**config.mk**
```make
export PLATFORM = sky130hd
export DESIGN_NAME = pipe_stage_skid_flat
export DESIGN_NICKNAME = d
export VERILOG_FILES = /design/src/rtl/pipe_pkg.sv /design/src/rtl/pipe_stage_skid_if.sv /design/src/rtl/pipe_sat_counter.sv /design/src/rtl/pipe_stage_skid.sv /design/src/flat_wrapper.sv
export SDC_FILE = /design/constraint.sdc
export NUM_CORES = 1
export LEC_CHECK = 0
export ABC_AREA = 0
export BUFFER_PORTS_ARGS = -buffer_cell sky130_fd_sc_hd__clkbuf_2
export CAP_MARGIN = 20
export CORE_UTILIZATION = 45
export DETAILED_ROUTE_END_ITERATION = 16
export PLACE_DENSITY_LB_ADDON = 0.25
export SYNTH_ARGS = -nofsm -noshare
export SYNTH_HDL_FRONTEND = slang
export SYNTH_SLANG_ARGS = --single-unit
```
**constraint.sdc**
```tcl
create_clock -name clk -period 1.69 [get_ports clk]
set_clock_uncertainty 0.2 [all_clocks]
set_input_delay 0.0845 -clock clk [delete_from_list [all_inputs] [get_ports clk]]
set_output_delay 0.0845 -clock clk [all_outputs]
set_load 0.02 [all_outputs]
```
**src/rtl/pipe_pkg.sv**
```systemverilog
// Shared definitions for pipeline register stages: state encoding and default payload constants.
package pipe_pkg;

   typedef enum logic [1:0] {
      ST_EMPTY = 2'd0,
      ST_ONE   = 2'd1,
      ST_TWO   = 2'd2
   } pipe_state_e;

   localparam int unsigned PIPE_W_DEFAULT = 32;
   localparam logic [PIPE_W_DEFAULT-1:0] PIPE_NOP_DEFAULT = '0;

endpackage

```
**src/rtl/pipe_stage_skid_if.sv**
```systemverilog
// Valid/ready payload stream between pipeline stages; master drives valid/data, slave drives ready.
interface pipe_stage_skid_if #(
   parameter int unsigned WIDTH = 32
);
   logic             valid;
   logic             ready;
   logic [WIDTH-1:0] data;

   modport master (output valid, output data, input ready);
   modport slave  (input valid, input data, output ready);
endinterface

```
**src/rtl/pipe_sat_counter.sv**
```systemverilog
// Saturating up-counter, sticks at all-ones; shared by pipeline stages for performance counters.
module pipe_sat_counter #(
   parameter int unsigned CNT_W = 16
) (
   input  logic             clk,
   input  logic             clrn,
   input  logic             inc_i,
   output logic [CNT_W-1:0] cnt_o
);

   logic [CNT_W-1:0] cnt_q;
   logic [CNT_W-1:0] cnt_d;

   always_comb begin
      cnt_d = cnt_q;
      if (inc_i && (cnt_q != {CNT_W{1'b1}})) cnt_d = cnt_q + CNT_W'(1);
   end

   always_ff @(posedge clk or negedge clrn) begin
      if (!clrn) cnt_q <= '0;
      else       cnt_q <= cnt_d;
   end

   assign cnt_o = cnt_q;

endmodule

```
**src/rtl/pipe_stage_skid.sv**
```systemverilog
// Pipeline register stage with valid/ready handshake, stall, flush-to-bubble, optional 2-entry skid
// buffer (registered ready) and a saturating back-pressure cycle counter.
module pipe_stage_skid
   import pipe_pkg::*;
#(
   parameter int unsigned      WIDTH     = PIPE_W_DEFAULT,
   parameter logic [WIDTH-1:0] NOP_VALUE = WIDTH'(PIPE_NOP_DEFAULT),
   parameter bit               SKID      = 1'b1,
   parameter int unsigned      CNT_W     = 16
) (
   input  logic               clk,
   input  logic               clrn,
   pipe_stage_skid_if.slave   up,
   pipe_stage_skid_if.master  dn,
   input  logic               stall,
   input  logic               flush,
   output logic [CNT_W-1:0]   stall_cnt
);

   pipe_state_e      state_q, state_d;
   logic [WIDTH-1:0] main_q, main_d;
   logic [WIDTH-1:0] skid_q, skid_d;
   logic             out_valid;
   logic             ready_c;
   logic             accept;
   logic             drain;

   assign out_valid = (state_q != ST_EMPTY);
   assign accept    = up.valid & ready_c;
   assign drain     = out_valid & dn.ready & ~stall;

   // Next-state and payload movement; flush overrides everything including a same-cycle accept.
   always_comb begin
      state_d = state_q;
      main_d  = main_q;
      skid_d  = skid_q;
      if (flush) begin
         state_d = ST_EMPTY;
         main_d  = NOP_VALUE;
         skid_d  = NOP_VALUE;
      end else begin
         unique case (state_q)
            ST_EMPTY: begin
               if (accept) begin
                  state_d = ST_ONE;
                  main_d  = up.data;
               end
            end
            ST_ONE: begin
               if (accept) begin
                  if (drain) begin
                     main_d = up.data;
                  end else if (SKID) begin
                     state_d = ST_TWO;
                     skid_d  = up.data;
                  end
               end else if (drain) begin
                  state_d = ST_EMPTY;
                  main_d  = NOP_VALUE;
               end
            end
            ST_TWO: begin
               if (drain) begin
                  state_d = ST_ONE;
                  main_d  = skid_q;
                  skid_d  = NOP_VALUE;
               end
            end
            default: begin
               state_d = ST_EMPTY;
               main_d  = NOP_VALUE;
               skid_d  = NOP_VALUE;
            end
         endcase
      end
   end

   always_ff @(posedge clk or negedge clrn) begin
      if (!clrn) begin
         state_q <= ST_EMPTY;
         main_q  <= NOP_VALUE;
         skid_q  <= NOP_VALUE;
      end else begin
         state_q <= state_d;
         main_q  <= main_d;
         skid_q  <= skid_d;
      end
   end

   // Skid build registers ready from the next state; single-entry build passes ready through.
   if (SKID) begin : g_skid
      logic ready_q;
      always_ff @(posedge clk or negedge clrn) begin
         if (!clrn) ready_q <= 1'b1;
         else       ready_q <= (state_d != ST_TWO);
      end
      assign ready_c = ready_q;
   end else begin : g_noskid
      assign ready_c = ~out_valid | (dn.ready & ~stall);
   end

   assign up.ready = ready_c;
   assign dn.valid = out_valid;
   assign dn.data  = main_q;

   pipe_sat_counter #(
      .CNT_W (CNT_W)
   ) u_stall_cnt (
      .clk   (clk),
      .clrn  (clrn),
      .inc_i (out_valid & ~drain),
      .cnt_o (stall_cnt)
   );

endmodule

```
**src/flat_wrapper.sv**
```systemverilog
// flat-port wrapper written by rule: the top's interface ports become plain ports
module pipe_stage_skid_flat import pipe_pkg::*;
#(
   parameter int unsigned      WIDTH     = PIPE_W_DEFAULT,
   parameter logic [WIDTH-1:0] NOP_VALUE = WIDTH'(PIPE_NOP_DEFAULT),
   parameter bit               SKID      = 1'b1,
   parameter int unsigned      CNT_W     = 16
)
  (clk, clrn, stall, flush, stall_cnt, up_valid, up_data, up_ready, dn_valid, dn_data, dn_ready);
  pipe_stage_skid_if #(.WIDTH(WIDTH)) up_i ();
  pipe_stage_skid_if #(.WIDTH(WIDTH)) dn_i ();
  input  logic clk;
  input  logic clrn;
  input  logic stall;
  input  logic flush;
  output logic [CNT_W-1:0] stall_cnt;
  input wire logic [$bits(up_i.valid)-1:0] up_valid;
  input wire logic [$bits(up_i.data)-1:0] up_data;
  output wire logic [$bits(up_i.ready)-1:0] up_ready;
  output wire logic [$bits(dn_i.valid)-1:0] dn_valid;
  output wire logic [$bits(dn_i.data)-1:0] dn_data;
  input wire logic [$bits(dn_i.ready)-1:0] dn_ready;
  assign up_i.valid = up_valid;
  assign up_i.data = up_data;
  assign up_ready = up_i.ready;
  assign dn_valid = dn_i.valid;
  assign dn_data = dn_i.data;
  assign dn_i.ready = dn_ready;
  pipe_stage_skid #(.WIDTH(WIDTH), .NOP_VALUE(NOP_VALUE), .SKID(SKID), .CNT_W(CNT_W)) u_core (.clk(clk), .clrn(clrn), .up(up_i), .dn(dn_i), .stall(stall), .flush(flush), .stall_cnt(stall_cnt));
endmodule
```
## Word-level counts from Yosys, hierarchy flattened

Cells that the tools add are included.

| storage, ports and cells | value |
|---|---|
| bits in registers | 83 |
| output and inout bits | 50 |
| word-level logic and storage cells | 45 |

| operators by class | value |
|---|---|
| add/sub/neg operators | 1 |
| equality and inequality tests | 10 |
| multiplexer cells | 18 |
| bitwise gates (word level) | 6 |
| reduce and logical (&&, ||, !) cells | 5 |

Operator list:

| operator | number |
|---|---|
| $mux 32 | 9 |
| $pmux 32 s3 | 2 |
| $add 16x1->16 const B | 1 |
| $ne 16x16->1 const B | 1 |
| $mux 2 | 6 |
| $ne 3x2->1 const B | 4 |
| $pmux 2 s3 | 1 |
| $and 1x1->1 | 4 |
| $ne 2x2->1 const B | 2 |
| $reduce_and 4->1 | 1 |
| $ne 3x3->1 const B | 1 |
| $reduce_and 3->1 | 1 |
| $eq 2x1->1 const B | 1 |
| $eq 2x2->1 const B | 1 |
| $logic_not 2->1 | 1 |
| $not 1->1 | 2 |
| $reduce_bool 2->1 | 1 |
| $logic_and 1x1->1 | 1 |

## Logic depth before layout (Yosys ltp)

Gate-level depths: netlist of the first run.

| logic depth | value |
|---|---|
| depth in word-level cells | 8 |
| depth in mapped cells | 7 |
| gate-level depth less buffers | 5 |

## Cells and area by module

From an unflattened synthesis of the first run, not the netlist that was laid out.

| second synthesis, totals | value |
|---|---|
| cell total of the unflattened synthesis | 431 |
| area total of the unflattened synthesis | 4747.1 sq um |

Modules (own cells, without submodules):

| module | instances | cells an instance | area each (sq um) | seq. area each (sq um) |
|---|---|---|---|---|
| pipe_stage_skid | 1 | 359 | 3887.5 | 1677.9 |
| pipe_sat_counter | 1 | 72 | 859.6 | 400.4 |

## Least setup slack after synthesis of the first run

OpenSTA, ideal clock, no wires.

| timing path | value |
|---|---|
| kind | flip-flop to flip-flop |
| from | reg u_core.u_stall_cnt.cnt_q[0], in the netlist u_core.u_stall_cnt.cnt_o[0] |
| to | reg u_core.u_stall_cnt.cnt_q[1], in the netlist u_core.u_stall_cnt.cnt_o[1] |
| arrival | 1.677 ns |
| data required time | 1.365 ns |
| path slack | -0.312 ns |
| stages on the path, launching flop included | 6 |
| path buffers | 0 |
| clock period less this slack | 2.002 ns |
| path through | dfrtp_1 -> ha_1 -> nand4_2 -> nor4_2 -> nor3_1 -> mux2_4 |

| between the ends | value |
|---|---|
| cells in the longest elaborated chain, start to end | 2 |
| elaborated cells between the ends (all ways) | 3 |
| those cells by class | add/sub (1); eq/ne (1); reduce/logical (1) |

Ends and longest elaborated chain:

| item | RTL line | RTL |
|---|---|---|
| from (decl) | pipe_sat_counter.sv:11 | `logic [CNT_W-1:0] cnt_q;` |
| from (signal assigned) | pipe_sat_counter.sv:21 | `else cnt_q <= cnt_d;` |
| branches (longest 2 deep; another with $add 16x1->16) | n/a |  |

Several ways; the timed one is not identified.
A chain may end at the register's enable or synchronous reset.

## Final worst setup path of the first run

| timing path | value |
|---|---|
| from | reg u_core.g_skid.ready_q, in the netlist u_core.up.ready |
| to | reg u_core.main_q[5], in the netlist u_core.dn.data[5] |

| between the ends | value |
|---|---|
| cells in the longest elaborated chain, start to end | 4 |
| elaborated cells between the ends (all ways) | 6 |
| those cells by class | eq/ne (1); mux (3); bitwise (1); reduce/logical (1) |

Ends and longest elaborated chain:

| item | RTL line | RTL |
|---|---|---|
| from (decl) | pipe_stage_skid.sv:92 | `logic ready_q;` |
| from (signal assigned) | pipe_stage_skid.sv:95 | `else ready_q <= (state_d != ST_TWO);` |
| $and 1x1->1 * | pipe_stage_skid.sv:29 | `assign accept = up.valid & ready_c;` |
| $mux 32 | pipe_stage_skid.sv:50 | `if (accept) begin` |
| $pmux 32 s3 | pipe_stage_skid.sv:42 | `unique case (state_q)` |
| $mux 32 | pipe_stage_skid.sv:37 | `if (flush) begin` |
| to (signal assigned) | pipe_stage_skid.sv:85 | `main_q <= main_d;` |
| to (decl) | pipe_stage_skid.sv:21 | `logic [WIDTH-1:0] main_q, main_d;` |

Mark *: on every way between the ends. The rest lies on a longest branch, timed or not.

==> flow_summary.json, run 1 <==
{
  "outcome": "complete, but fails checks",
  "violations": "negative setup slack",
  "clk_latency_ns": 0.35,
  "tritoncts": "built",
  "rsz0062_at_grt": "true",
  "dp_hpwl_um": 6250,
  "finalSetupViolCount": 38,
  "synth_seq_cells": 83,
  "syn_area_per_cell_um2": 11.1,
  "fin_setup_tns_ns": -1.57,
  "wl_per_cell_um": 17.3,
  "synth_edf_count": 0,
  "seq_area_frac_synth_pct": 54.0,
  "dr.pass1.iters": 4,
  "grt_pass1_wl_um": 15600,
  "synth_area_um2": 3850,
  "peakVddDrop_v": 0.000558,
  "synth_top_area_share_pct": 53.3,
  "slew_headroom_pct": 72.4,
  "path_clk_slew_ns": 0.09,
  "port_buffers": 87,
  "ys_top_cells_by_count": "dfrtp_1 (82), nand2_1 (38), inv_1 (33)",
  "finalCriticalPeriod_ns": 1.75,
  "hold_viol": 0,
  "worst_hold_path_type": "in -> async",
  "crit_buf_inv": 2,
  "worst_setup_path_end_kind": "register",
  "io_pins": 88,
  "vias_per_cell": 5.42,
  "path_max_fanout": 13,
  "drv_slew": 0,
  "die_h_um": 94.5,
  "synth_area_leader_cell": "dfrtp_1",
  "start_util_pct": 46.6,
  "root_buffer": "clkbuf_8",
  "drc": 0,
  "grtUsageTotal_pct": 22.6,
  "antenna_left": 0,
  "grt-ovfl-total": 0,
  "p_leak_uw": 0.00279,
  "crit_path_start_kind": "register",
  "fin_crit_sh_pct": 104,
  "syn_nets": 386,
  "gp_congestion": 0.855,
  "slowest_delay_ns": 0.60,
  "grt_max_degree": 37,
  "crit_type": "reg -> reg",
  "n_fill_cell": 598,
  "p_per_area_nw_per_um2": 1020,
  "cts.path.max_buffers": 2,
  "fmax_mhz": 571,
  "critPathRequiredTime_ns": 1.73,
  "ys_warn_count": 0,
  "placeableCoreArea_um2": 8260,
  "cts_made_buffers": 9,
  "layout-drive-gt1-share_pct": 44.0,
  "final_nets": 549,
  "cp_cell_sequence": "nand2_2, a2bb2oi_1, nor2_2, buf_4, clkbuf_16, o2bb2ai_2",
  "cts.sinks": 83,
  "async_flop_share_pct": 100,
  "antenna_found_initial": 0,
  "wl_um": 10700,
  "vias": 3354,
  "die_w_um": 94.5,
  "ys_types": 41,
  "diodes": 0,
  "preCtsSetupSlack_ns": -0.00756,
  "die_area_um2": 8930,
  "arrival_ns": 1.79,
  "yosysMostFrequentCell": "dfrtp_1",
  "grt_pass1_vias": 3379,
  "worst_pin_slew_ns": 0.413,
  "synth_flop_cell": "dfrtp_1",
  "cap_violations": 0,
  "h-tree-depth": 3,
  "synthTopCellsByArea": "dfrtp_1 (53%), mux2i_1 (8.3%), o2bb2ai_1 (7.3%)",
  "areaGrowthSynthToFinish_pct": 54.5,
  "dr.first_iter.drc_count": 101,
  "syn_inst": 347,
  "fin_ws_ns": -0.0625,
  "num_rows": 33,
  "crit_path_top_delay_cell": "dfstp_2",
  "path_delay_family": "flip-flops"
}
## power by group
part	switching [uW]	leakage (uW)	internal (uW)
logic	1020	0.00159	862
registers	226	0.00108	2220
clock network	743	0.000124	1030
## layout make-up
| type | instances | area, um2 | area share (%) |
|---|---|---|---|
| clock inverter | 5 | 110 | 1.85 |
| inverter | 33 | 124 | 2.08 |
| tap | 105 | 131 | 2.21 |
| timing repair buffer | 176 | 1390 | 23.3 |
| clock buffer | 10 | 138 | 2.31 |
| sequential | 83 | 2090 | 35.2 |
| multi-input combinational | 207 | 1970 | 33.1 |
## flip-flops by register name (all words and copies together), names as in the netlist
name / count
u_core.state_q: 2
u_core.u_stall_cnt.cnt_o: 16
u_core.skid_q: 32
u_core.dn.data: 32
u_core.up.ready: 1
## cells by family after synthesis
group / synth area share [%]
buffers and inverters: 6.34
adders and majority gates: 0.325
AOI/OAI and AO/OA: 15.3
xor gates and xnor gates: 3.41
DFF: 54.0
and+or+nand+nor: 12.0
muxes: 8.71
## final timing paths
kind / cells past startpoint / slack, ns / to / from
hold reg to reg: 1 / 0.29 / u_core.dn.data[22]$_DFFE_PN0P_ / u_core.dn.data[22]$_DFFE_PN0P_
max in group asynchronous: 3 / 0.76 / u_core.skid_q[16]$_DFFE_PN0P_ / clrn
min in group clk: 3 / 0.01 / u_core.state_q[1]$_DFF_PN0_ / stall
setup reg to reg: 6 / -0.06 / u_core.dn.data[5]$_DFFE_PN0P_ / u_core.up.ready$_DFF_PN1_
setup / recovery: 6 / -0.06 / u_core.dn.data[5]$_DFFE_PN0P_ / u_core.up.ready$_DFF_PN1_
hold / removal: 2 / 0.001 / u_core.u_stall_cnt.cnt_o[7]$_DFFE_PN0P_ / clrn
## cell usage in the layout, fill, tap and decap left out, types with 4 or more instances in the layout
cell / netlist / layout
a22oi_1: 32 / 29
buf_12: 0 / 8
buf_4: 1 / 37
buf_6: 2 / 6
clkbuf_16: 0 / 4
clkbuf_2: 0 / 86
clkbuf_8: 0 / 10
dfrtp_1: 82 / 71
dfrtp_2: 0 / 11
dlygate4sd3_1: 0 / 35
inv_1: 33 / 33
mux2i_1: 32 / 32
nand2_1: 38 / 37
nand4_1: 6 / 6
nor2_1: 5 / 4
o2bb2ai_1: 32 / 4
o2bb2ai_2: 0 / 21
o2bb2ai_4: 0 / 7
xnor2_1: 5 / 4
xor2_1: 10 / 10
## through the flow
stage / cells / power [uW] / hold slack [ns] / area, um2 / utilization, %
2_1_floorplan: 347 / 3300 / -0.411 / 3930 / -
3_3_place_gp: 552 / 3920 / -0.161 / 4750 / 57.6
3_5_place_dp: 552 / 3980 / -0.152 / 4750 / 57.6
4_1_cts: 603 / 5820 / 0.00948 / 5380 / 65.1
5_1_grt: 619 / 6370 / 0.00928 / 5950 / 72.1
6_report: 619 / 6090 / 0.00122 / 5950 / 72.1
## routing by layer
| layer | vias to the layer above | wire length [um] | track usage (%) |
|---|---|---|---|
| met5 | - | 0 | 0 |
| met4 | 0 | 184 | 9.34 |
| met3 | 17 | 508 | 4.43 |
| met2 | 91 | 5340 | 37.9 |
| met1 | 1688 | 4680 | 28.7 |
| li1 | 1558 | - | - |
## repair_timing
action,CTS,global route
cloned,0,6
gates resized for setup,3,58
hold endpoints to repair,150,0
hold buffers,35,0
endpoints found under the setup margin,7,62
pin swaps,3,9
buffers inserted,1,10
(Power assumes the default switching activity.)
==> run 2: changes to the inputs <==
--- a/config.mk
+++ b/config.mk
@@ -5,11 +5,13 @@
 export SDC_FILE = /design/constraint.sdc
 export NUM_CORES = 1
 export LEC_CHECK = 0
-export ABC_AREA = 0
+export ABC_AREA = 1
+export ABC_CLOCK_PERIOD_IN_PS = 1690
 export BUFFER_PORTS_ARGS = -buffer_cell sky130_fd_sc_hd__clkbuf_2
 export CAP_MARGIN = 20
 export CORE_UTILIZATION = 45
 export DETAILED_ROUTE_END_ITERATION = 16
+export MAX_ROUTING_LAYER = met4
 export PLACE_DENSITY_LB_ADDON = 0.25
 export SYNTH_ARGS = -nofsm -noshare
 export SYNTH_HDL_FRONTEND = slang
==> run 2 against run 1 <==
Highest routed layer unchanged. Largest cell class unchanged. Critical path type unchanged. Wire length grew 8.7%. Sequential cell count unchanged. The run ends with negative hold slack left. Utilization decreased by 9.2 points. Largest power group unchanged.
==> flow_summary.json, run 2 <==
{
  "worst_hold_path_type": "in -> async",
  "antenna_left": 0,
  "synth_area_um2": 4310,
  "dr.pass1.iters": 7,
  "final_common_cell": "nand2_1",
  "fin_area_um2": 5810,
  "synth_area_leader_cell": "dfrtp_1",
  "synth_seq_cells": 83,
  "cts_made_buffers": 9,
  "fin_crit_sh_pct": 98.1,
  "path_clk_slew_ns": 0.09,
  "final_cell_mix": "nand2_1 (184), clkbuf_2 (86), dfrtp_1 (78)",
  "syn_area_per_cell_um2": 7.78,
  "h-tree-depth": 3,
  "final_util_pct": 62.8,
  "p_leak_uw": 0.00295,
  "root_buffer": "clkbuf_8",
  "syn_inst": 554,
  "peakVddDrop_v": 0.000468,
  "ys_warn_count": 0,
  "wl_per_cell_um": 13.9,
  "met3_usage_pct": 3.90,
  "worst_setup_path_end_kind": "register",
  "syn_nets": 593,
  "crit_type": "reg -> reg",
  "die_h_um": 99.9,
  "critPathRequiredTime_ns": 1.72,
  "placeableCoreArea_um2": 9240,
  "grt.busiest_layer": "met2",
  "async_flop_share_pct": 100,
  "finalSetupViolCount": 0,
  "antenna_found_initial": 0,
  "n_fill_cell": 836,
  "synth_flop_cell": "dfrtp_1",
  "grt_pass1_wl_um": 18700,
  "io_pins": 88,
  "clk_latency_ns": 0.35,
  "vias": 4230,
  "gp_congestion": 0.807,
  "worst_pin_slew_ns": 0.411,
  "dp_hpwl_um": 7380,
  "arrival_ns": 1.69,
  "cap_violations": 0,
  "grt_max_degree": 44,
  "wl_um": 11600,
  "hold_viol": 1,
  "slew_headroom_pct": 72.6,
  "cts.sinks": 83,
  "ys_top_cells_by_count": "nand2_1 (187), dfrtp_1 (82), nand3_1 (73)",
  "num_rows": 35,
  "areaGrowthSynthToFinish_pct": 34.7,
  "use_met1_pct": 31.8,
  "finalCriticalPeriod_ns": 1.66,
  "die_w_um": 99.9,
  "grt-ovfl-total": 0,
  "synthTopCellsByArea": "dfrtp_1 (48%), nand2_1 (16%), nand3_1 (8.5%)",
  "fin_cells": 836,
  "dp_cells": 781,
  "start_util_pct": 46.6,
  "port_buffers": 87,
  "outcome": "complete, but fails checks",
  "vias_per_cell": 5.06,
  "drc": 0,
  "grtUsageTotal_pct": 24.4,
  "grt_pass1_vias": 3955,
  "violations": "negative hold slack",
  "yosysMostFrequentCell": "nand2_1",
  "p_per_area_nw_per_um2": 963,
  "hold_slack_ns": -0.00156,
  "ys_types": 27,
  "path_max_fanout": 9,
  "die_area_um2": 9970,
  "cts.path.max_buffers": 2,
  "placed_cell_area_um2": 5090,
  "layout-drive-gt1-share_pct": 28.3,
  "tritoncts": "built",
  "synth_top_area_share_pct": 47.6,
  "drv_slew": 0,
  "fmax_mhz": 603,
  "final_nets": 741,
  "crit_path_start_kind": "register",
  "synth_edf_count": 0,
  "met2_usage_pct": 40.2,
  "seq_area_frac_synth_pct": 48.2,
  "diodes": 0,
  "dr.first_iter.drc_count": 278
}
-- run 2: layout make-up --
class / instances / area (um2) / area share [%]
flip-flops and latches: 83 / 2080 / 35.9
multi-input cells: 390 / 1890 / 32.5
repair buffers: 167 / 1270 / 21.9
inverters: 51 / 191 / 3.30
well taps: 129 / 161 / 2.78
clock buffers: 11 / 151 / 2.61
clock inverters: 5 / 60.1 / 1.03
-- run 2: repair_timing --
item	CTS	global route
resized for setup	1	16
endpoints found under the hold margin	150	0
setup endpoints to repair	13	57
gates cloned	0	4
pin swaps	0	4
buffers inserted	0	1
hold buffers	34	0
-- run 2: path summary, 6_finish.rpt --
check,from,endpoint,slack (ns),cells after the start
setup / recovery,u_core.up.ready$_DFF_PN1_,u_core.skid_q[12]$_DFFE_PN0P_,0.03,8
hold / removal,clrn,u_core.u_stall_cnt.cnt_o[14]$_DFFE_PN0P_,-0.002,2
setup reg to reg,u_core.up.ready$_DFF_PN1_,u_core.skid_q[12]$_DFFE_PN0P_,0.03,8
hold reg to reg,u_core.dn.data[26]$_DFFE_PN0P_,u_core.dn.data[26]$_DFFE_PN0P_,0.30,2
max in group asynchronous,clrn,u_core.u_stall_cnt.cnt_o[1]$_DFFE_PN0P_,0.70,3
min in group clk,up_valid,u_core.state_q[1]$_DFF_PN0_,0.03,5
-- run 2: through the flow --
step	setup WS (ns)	total power (uW)	setup TNS, ns	hold slack [ns]
after floorplan	0.00134	3320	0	-0.411
after global placement	-0.0927	3910	-0.620	-0.161
after detailed placement	-0.135	3940	-1.15	-0.155
after CTS	0.0266	5520	0	0.0110
after global routing	-0.00496	5880	-0.00628	0.0191
final	0.0325	5590	0	-0.00156
-- run 2: power by group --
| group | leakage [uW] | switching (uW) | total [uW] | internal [uW] |
|---|---|---|---|---|
| registers | 0.00111 | 140 | 2350 | 2210 |
| clock network | 0.000106 | 741 | 1510 | 770 |
| logic | 0.00173 | 1040 | 1720 | 682 |
-- run 2: worst max-delay path: stages, from the launching register on --
cell,delay (ns)
dfstp_2,0.56
nand2_2,0.08
inv_1,0.07
o21ai_1,0.08
nand2_2,0.13
nand2_8,0.10
clkbuf_16,0.19
nand2_1,0.06
o21ai_1,0.07
-- run 2: routing by layer --
layer	wire, um	share of wire [%]	vias up
met1	5120	44	2010
met2	5880	51	147
met3	542	4.7	12
met4	97	0.83	0
met5	0	0	-
li1	-	-	2061
-- run 2: kinds of logic (layout without fill, tap and decap cells) --
| logic type | after synthesis | after routing | share of synthesized area [%] |
|---|---|---|---|
| buf+inv | 81 | 234 | 8.86 |
| compound gates | 79 | 79 | 10.5 |
| fa+ha+maj | 1 | 1 | 0.290 |
| simple gates | 303 | 303 | 30.7 |
| flops | 83 | 83 | 48.2 |
| xor+xnor | 7 | 7 | 1.42 |
